--- src/rtl/maxnet_iter_ctrl_pkg.sv ---
// rtl/maxnet_iter_ctrl_pkg.sv - shared FP32 field layout and controller state encoding
package maxnet_iter_ctrl_pkg;

  localparam int FP32_W = 32;
  localparam logic [FP32_W-1:0] FP32_ZERO = '0;

  localparam int SIGN_BIT = 31;
  localparam int EXP_MSB  = 30;
  localparam int EXP_LSB  = 23;
  localparam int EXP_W    = EXP_MSB - EXP_LSB + 1;

  localparam int LANES = 4;

  typedef enum logic [1:0] {
    IDLE = 2'd0,
    RUN  = 2'd1,
    DONE = 2'd2
  } state_t;

endpackage

--- src/rtl/maxnet_iter_ctrl_relu_fp32.sv ---
// rtl/maxnet_iter_ctrl_relu_fp32.sv - FP32 ReLU that also flushes denormals, NaN and Inf to +0
module relu_fp32
  import maxnet_iter_ctrl_pkg::*;
(
  input  logic [FP32_W-1:0] a,
  output logic [FP32_W-1:0] y
);

  logic [EXP_W-1:0] exp_f;

  assign exp_f = a[EXP_MSB:EXP_LSB];

  always_comb begin
    if (a[SIGN_BIT] || (exp_f == '0) || (exp_f == '1)) begin
      y = FP32_ZERO;
    end else begin
      y = a;
    end
  end

endmodule

--- src/rtl/maxnet_iter_ctrl.sv ---
// rtl/maxnet_iter_ctrl.sv - iterates an external 4-lane processing unit until one lane survives
module maxnet_iter_ctrl
  import maxnet_iter_ctrl_pkg::*;
#(
  parameter int MAX_ITER = 64,
  parameter int ITER_W   = 7
) (
  input  logic              clk,
  input  logic              rst,
  input  logic              in_valid,
  output logic              in_ready,
  input  logic [31:0]       in_x1,
  input  logic [31:0]       in_x2,
  input  logic [31:0]       in_x3,
  input  logic [31:0]       in_x4,
  output logic [31:0]       pu_x1,
  output logic [31:0]       pu_x2,
  output logic [31:0]       pu_x3,
  output logic [31:0]       pu_x4,
  input  logic [31:0]       pu_1_in,
  input  logic [31:0]       pu_2_in,
  input  logic [31:0]       pu_3_in,
  input  logic [31:0]       pu_4_in,
  output logic              out_valid,
  input  logic              out_ready,
  output logic [1:0]        out_winner,
  output logic [31:0]       out_value,
  output logic              out_none,
  output logic              out_timeout,
  output logic [ITER_W-1:0] out_iters
);

  localparam logic [ITER_W-1:0] ITER_MAX = ITER_W'(MAX_ITER);

  state_t            state, state_nxt;
  logic [FP32_W-1:0] x_r      [LANES];
  logic [FP32_W-1:0] load_raw [LANES];
  logic [FP32_W-1:0] fb_raw   [LANES];
  logic [FP32_W-1:0] relu_in  [LANES];
  logic [FP32_W-1:0] relu_out [LANES];
  logic [ITER_W-1:0] iter;
  logic              rdy_en;

  logic              load_x;
  logic              iter_clr;
  logic              iter_inc;
  logic              latch_res;
  logic              timeout_nxt;

  logic [2:0]        nz_count;
  logic [1:0]        best_idx;
  logic [FP32_W-1:0] best_val;

  assign load_raw[0] = in_x1;
  assign load_raw[1] = in_x2;
  assign load_raw[2] = in_x3;
  assign load_raw[3] = in_x4;
  assign fb_raw[0]   = pu_1_in;
  assign fb_raw[1]   = pu_2_in;
  assign fb_raw[2]   = pu_3_in;
  assign fb_raw[3]   = pu_4_in;

  // One ReLU bank shared by load and feedback: only IDLE loads from the input port.
  for (genvar g = 0; g < LANES; g++) begin : g_relu
    assign relu_in[g] = (state == IDLE) ? load_raw[g] : fb_raw[g];
    relu_fp32 u_relu (
      .a (relu_in[g]),
      .y (relu_out[g])
    );
  end

  assign pu_x1 = x_r[0];
  assign pu_x2 = x_r[1];
  assign pu_x3 = x_r[2];
  assign pu_x4 = x_r[3];

  // Lanes are non-negative after ReLU, so an unsigned compare orders them; strict > keeps ties low.
  always_comb begin
    nz_count = '0;
    best_idx = '0;
    best_val = x_r[0];
    for (int i = 0; i < LANES; i++) begin
      nz_count = nz_count + 3'(x_r[i] != FP32_ZERO);
    end
    for (int i = 1; i < LANES; i++) begin
      if (x_r[i] > best_val) begin
        best_val = x_r[i];
        best_idx = 2'(i);
      end
    end
  end

  assign in_ready  = (state == IDLE) && rdy_en;
  assign out_valid = (state == DONE);

  always_ff @(posedge clk or negedge rst) begin
    if (!rst) begin
      state <= IDLE;
    end else begin
      state <= state_nxt;
    end
  end

  always_comb begin
    state_nxt   = state;
    load_x      = 1'b0;
    iter_clr    = 1'b0;
    iter_inc    = 1'b0;
    latch_res   = 1'b0;
    timeout_nxt = 1'b0;
    case (state)
      IDLE: begin
        if (in_valid && in_ready) begin
          load_x    = 1'b1;
          iter_clr  = 1'b1;
          state_nxt = RUN;
        end
      end
      RUN: begin
        if (nz_count <= 3'd1) begin
          latch_res = 1'b1;
          state_nxt = DONE;
        end else if (iter == ITER_MAX) begin
          latch_res   = 1'b1;
          timeout_nxt = 1'b1;
          state_nxt   = DONE;
        end else begin
          load_x   = 1'b1;
          iter_inc = 1'b1;
        end
      end
      DONE: begin
        if (out_ready) begin
          state_nxt = IDLE;
        end
      end
      default: state_nxt = IDLE;
    endcase
  end

  always_ff @(posedge clk or negedge rst) begin
    if (!rst) begin
      for (int i = 0; i < LANES; i++) begin
        x_r[i] <= FP32_ZERO;
      end
      iter        <= '0;
      rdy_en      <= 1'b0;
      out_winner  <= '0;
      out_value   <= FP32_ZERO;
      out_none    <= 1'b0;
      out_timeout <= 1'b0;
      out_iters   <= '0;
    end else begin
      rdy_en <= 1'b1;
      if (load_x) begin
        for (int i = 0; i < LANES; i++) begin
          x_r[i] <= relu_out[i];
        end
      end
      if (iter_clr) begin
        iter <= '0;
      end else if (iter_inc) begin
        iter <= iter + ITER_W'(1);
      end
      if (latch_res) begin
        out_none    <= (nz_count == 3'd0);
        out_winner  <= (nz_count == 3'd0) ? 2'd0 : best_idx;
        out_value   <= (nz_count == 3'd0) ? FP32_ZERO : best_val;
        out_timeout <= timeout_nxt;
        out_iters   <= iter;
      end
    end
  end

endmodule
--- config.mk ---
export PLATFORM = sky130hd
export DESIGN_NAME = maxnet_iter_ctrl
export DESIGN_NICKNAME = d
export VERILOG_FILES = /design/src/rtl/maxnet_iter_ctrl_pkg.sv /design/src/rtl/maxnet_iter_ctrl_relu_fp32.sv /design/src/rtl/maxnet_iter_ctrl.sv
export SDC_FILE = /design/constraint.sdc
export NUM_CORES = 1
export LEC_CHECK = 0
export ABC_AREA = 1
export BUFFER_PORTS_ARGS = -buffer_cell sky130_fd_sc_hd__buf_2
export CAP_MARGIN = 20
export CORE_UTILIZATION = 47
export CTS_CLUSTER_SIZE = 10
export DETAILED_ROUTE_END_ITERATION = 16
export GPL_TIMING_DRIVEN = 0
export PLACE_DENSITY = 0.75
export SLEW_MARGIN = 30
export SYNTH_ARGS = -nofsm -noshare
export SYNTH_HDL_FRONTEND = slang
export SYNTH_SLANG_ARGS = --single-unit
--- constraint.sdc ---
create_clock -name clk -period 4.5 [get_ports clk]
set_input_delay 0.225 -clock clk [delete_from_list [all_inputs] [get_ports clk]]
set_output_delay 0.225 -clock clk [all_outputs]
set_load 0.005 [all_outputs]
==> summary.md <==
| Metric | Value |
|---|---|
| Antenna violations before repair | 2 |
| Fin crit period | 5.58 ns |
| Drt drc | 0 |
| Unrepaired setup endpoints after global routing | yes |
| Worst VDD drop | 417 uV |
| Clk buf depth | 2 |
| Path type of the worst setup path | reg -> reg |
| Starting Density | 48.1% |
| Hold Path Depth | 3 |
| Worst endpoint required time | 4.85 ns |
| Cell row count | 60 |
| Final Wtd Congestion | 0.985 |
| CTS buffer count | 17 |
| Min-Delay Path Class | in -> reg |
| Most frequent CP cell | nand2_1 |
| Post-synth cell types | 37 |
| Leak | 0.00986 uW |
| Final Hold Vio Count | 0 |
| MaxCap Viol Count | 0 |
| Final-report max-slew violation count | 0 |
| Worst slew pin tran | 0.742 ns |
| Final WL | 55900 um |
| Global-route wire length before repair | 78700 um |
| Fraction of layout cells with a size suffix above 1 | 43.5% |
| Worst-skew pair later-pin latency | 0.45 ns |
| Post-layout net count | 2646 |
| Slew HR | 50.5% |
| Cell Count Post-Placement | 2546 |
| Switching Fraction | 49.0% |
| Synth Instances | 1740 |
| DR WL/cell | 20.9 um |
| Die Ht | 169 um |
| Syn nets | 2102 |
| Seq/Total Area, Yosys | 34.7% |
| Critical-path top delay cell | dfrtp_1 |
| PnR worst setup slack | -1.08 ns |
| CP Capture Type | flop |
| Most frequent cells in the layout | buf_2, nand2_1, inv_1 |
| Status | complete, but fails checks |
| H-Tree Depth | 4 |
| Final setup viols | 118 |
| Root Driver | clkbuf_16 |
| Met1 Track Usage GR | 44.9% |
| PwrDens | 728 mW/mm2 |
| Largest net degree at the start of global routing | 89 |
| Post-Layout Cell Count | 2671 |
| WP data arrival | 5.92 ns |
| # clock sinks | 181 |
| Synthesis-to-finish area growth | 47.3% |
| Seq pwr share | 16.4% |
| Post-detailed-route count of antenna-violating nets | 0 |
| Clock Power Share | 11.8% |
| Die Width | 169 um |
| Sw Pwr | 6850 uW |
| Busiest grt layer | met2 |
| Dominant cell type by area after synthesis | dfrtp_1 |
| Port buffer count | 432 |
| 1st-iter DRT viols | 1400 |
| First-pass iteration count of the detailed router | 9 |
| Comb pwr share | 71.7% |
| Failing checks | setup timing |
| Worst r2r path cells | 33 |
| Routed vias/inst | 5.80 |
| Leading cell type in the layout, fill and taps excluded | buf_2 |
| Worst-path clk slew | 0.08 ns |
| Clock skew | 0.0106 ns |
| Critical path buffers and inverters | 6 |
| Number of synthesized register bits | 181 |
| Die area | 0.0284 mm2 |
| Via count | 15484 |
| Post-DP HPWL | 40800 um |
| Design area | 0.0192 mm2 |
| YS warnings | 0 |
| Startpoint Class | flop |
| Tcrit/Tclk final | 124% |
| M2 GR Usage | 62.6% |
| Fmax | 0.179 GHz |
| Top-area cell type share of the netlist area | 34.7% |
| Core box area | 0.0271 mm2 |
| Int Pwr | 7130 uW |
| GRT Total Usage | 36.5% |
| Average size of a mapped cell | 7.49 um2 |
| M3 GR Usage | 5.28% |
| Vias in the first global route | 14243 |
| Area after DPL | 0.0158 mm2 |
| Grt ovf | 0 |
| Synthesized area | 0.0130 mm2 |
| Crit-path max cell delay | 0.37 ns |
| Crit path max-delay family | simple AND/OR/NAND/NOR gates |
| Crit path depth | 33 |
| Ranking of synthesized cells by area | dfrtp_1, nand2_1, ha_1 |
| TritonCTS clock tree | done |
| Crit Path Max Fanout | 8 |
| Top Ports | 433 |
[kinds of logic after synthesis]
logic type	Yosys count	share of synthesized area, %
AND/OR/NAND/NOR	798	29.0
flip-flops	181	34.7
multiplexers	4	0.307
AO/OA/AOI/OAI	339	16.2
buffers and inverters	315	9.88
other	1	0.0288
adder cells (fa/ha/maj)	102	9.85
[synth_stat cells]
master / count
nand2_1: 371
inv_1: 212
dfrtp_1: 181
nand3_1: 164
o22ai_1: 103
ha_1: 101
o211ai_1: 94
or2_2: 94
a21oi_1: 50
clkbuf_1: 49
o21ai_0: 43
o21ai_1: 35
nor2_1: 34
buf_2: 33
nand4_1: 33
and2_1: 31
nor4_1: 28
buf_4: 17
or2_0: 14
nor3_1: 11
or2_1: 9
inv_2: 4
mux2i_1: 4
o21a_1: 4
o21bai_1: 4
a21o_1: 2
nand2_2: 2
nor2_4: 2
nor3b_1: 2
o221ai_2: 2
conb_1: 1
fa_1: 1
nand3_2: 1
nand3b_1: 1
o221ai_1: 1
o31ai_1: 1
or4_1: 1
[per-stage QoR]
stage          total power [uW]  setup slack [ns]  TNS [ns]  util, %  hold WS (ns)
2_1_floorplan              6190           -0.0159    -0.335        -       -0.0706
3_3_place_gp               8030             -1.19    -51.83     58.1         0.400
3_5_place_dp               8210             -1.29    -62.03     58.3        0.0321
4_1_cts                   11600            -0.760    -24.68     65.8         0.103
5_1_grt                   14700             -1.27    -58.21     70.9         0.124
6_report                  14000             -1.08    -39.40     70.9         0.105
[path summary, 6_finish.rpt]
check	start	to	slack, ns
setup / recovery	pu_x1[25]$_DFFE_PN0P_	out_value[31]$_DFFE_PN0P_	-1.08
hold / removal	pu_1_in[18]	pu_x1[18]$_DFFE_PN0P_	0.11
setup reg to reg	pu_x1[25]$_DFFE_PN0P_	out_value[31]$_DFFE_PN0P_	-1.08
hold reg to reg	out_value[15]$_DFFE_PN0P_	out_value[15]$_DFFE_PN0P_	0.48
max in group asynchronous	rst	pu_x2[1]$_DFFE_PN0P_	3.64
min in group asynchronous	rst	state[1]$_DFFE_PN0P_	0.17
[layout make-up]
type,count,area (um2)
Buffer,99,762
Inverter,216,823
Antenna cell,2,5.00
Clock buffer,18,429
Fill cell,2110,7900
Sequential cell,181,4530
Clock inverter,14,189
Multi-Input combinational cell,1244,8950
Timing Repair Buffer,525,3050
Tap cell,372,465
[metal layers]
layer  wire length, um  share of wire (%)
met5                 0                  0
met4              3550                6.4
met3              4050                7.2
met2             26700                 48
met1             21600                 39
[what timing repair did]
item                       in CTS  in global routing
hold buffers                    2                  0
buffers inserted               52                 24
resized for setup             196                234
cloned                          8                  5
setup endpoints to repair     148                 92
hold endpoints to repair      182                  0
pin swaps                      34                 67
[power groups by stage]
stage | Combinational, uW | Clock [uW] | Sequential [uW]
6_report | 10000 | 1650 | 2300
5_1_grt | 10700 | 1700 | 2320
4_1_cts | 7680 | 1630 | 2260
3_5_place_dp | 5920 | 0 | 2290
3_3_place_gp | 5750 | 0 | 2280
2_1_floorplan | 3980 | 0 | 2210
[state kept, by name, indices dropped and copies added (netlist names)]
| signal | flops |
|---|---|
| iter | 7 |
| out_iters | 7 |
| out_none | 1 |
| out_timeout | 1 |
| out_value | 32 |
| out_winner | 2 |
| pu_x1 | 32 |
| pu_x2 | 32 |
| pu_x3 | 32 |
| pu_x4 | 32 |
| rdy_en | 1 |
| state | 2 |
[worst register-to-register path, delay by kind of cell, from the launching register on]
kind                       cells  cell delay [ns]
adders and majority gates      3             0.89
AOI/OAI and AO/OA              4             0.68
DFF                            1             0.37
and+or+nand+nor               20             2.69
buffers and inverters          6             0.85
(Power assumes the default switching activity.)
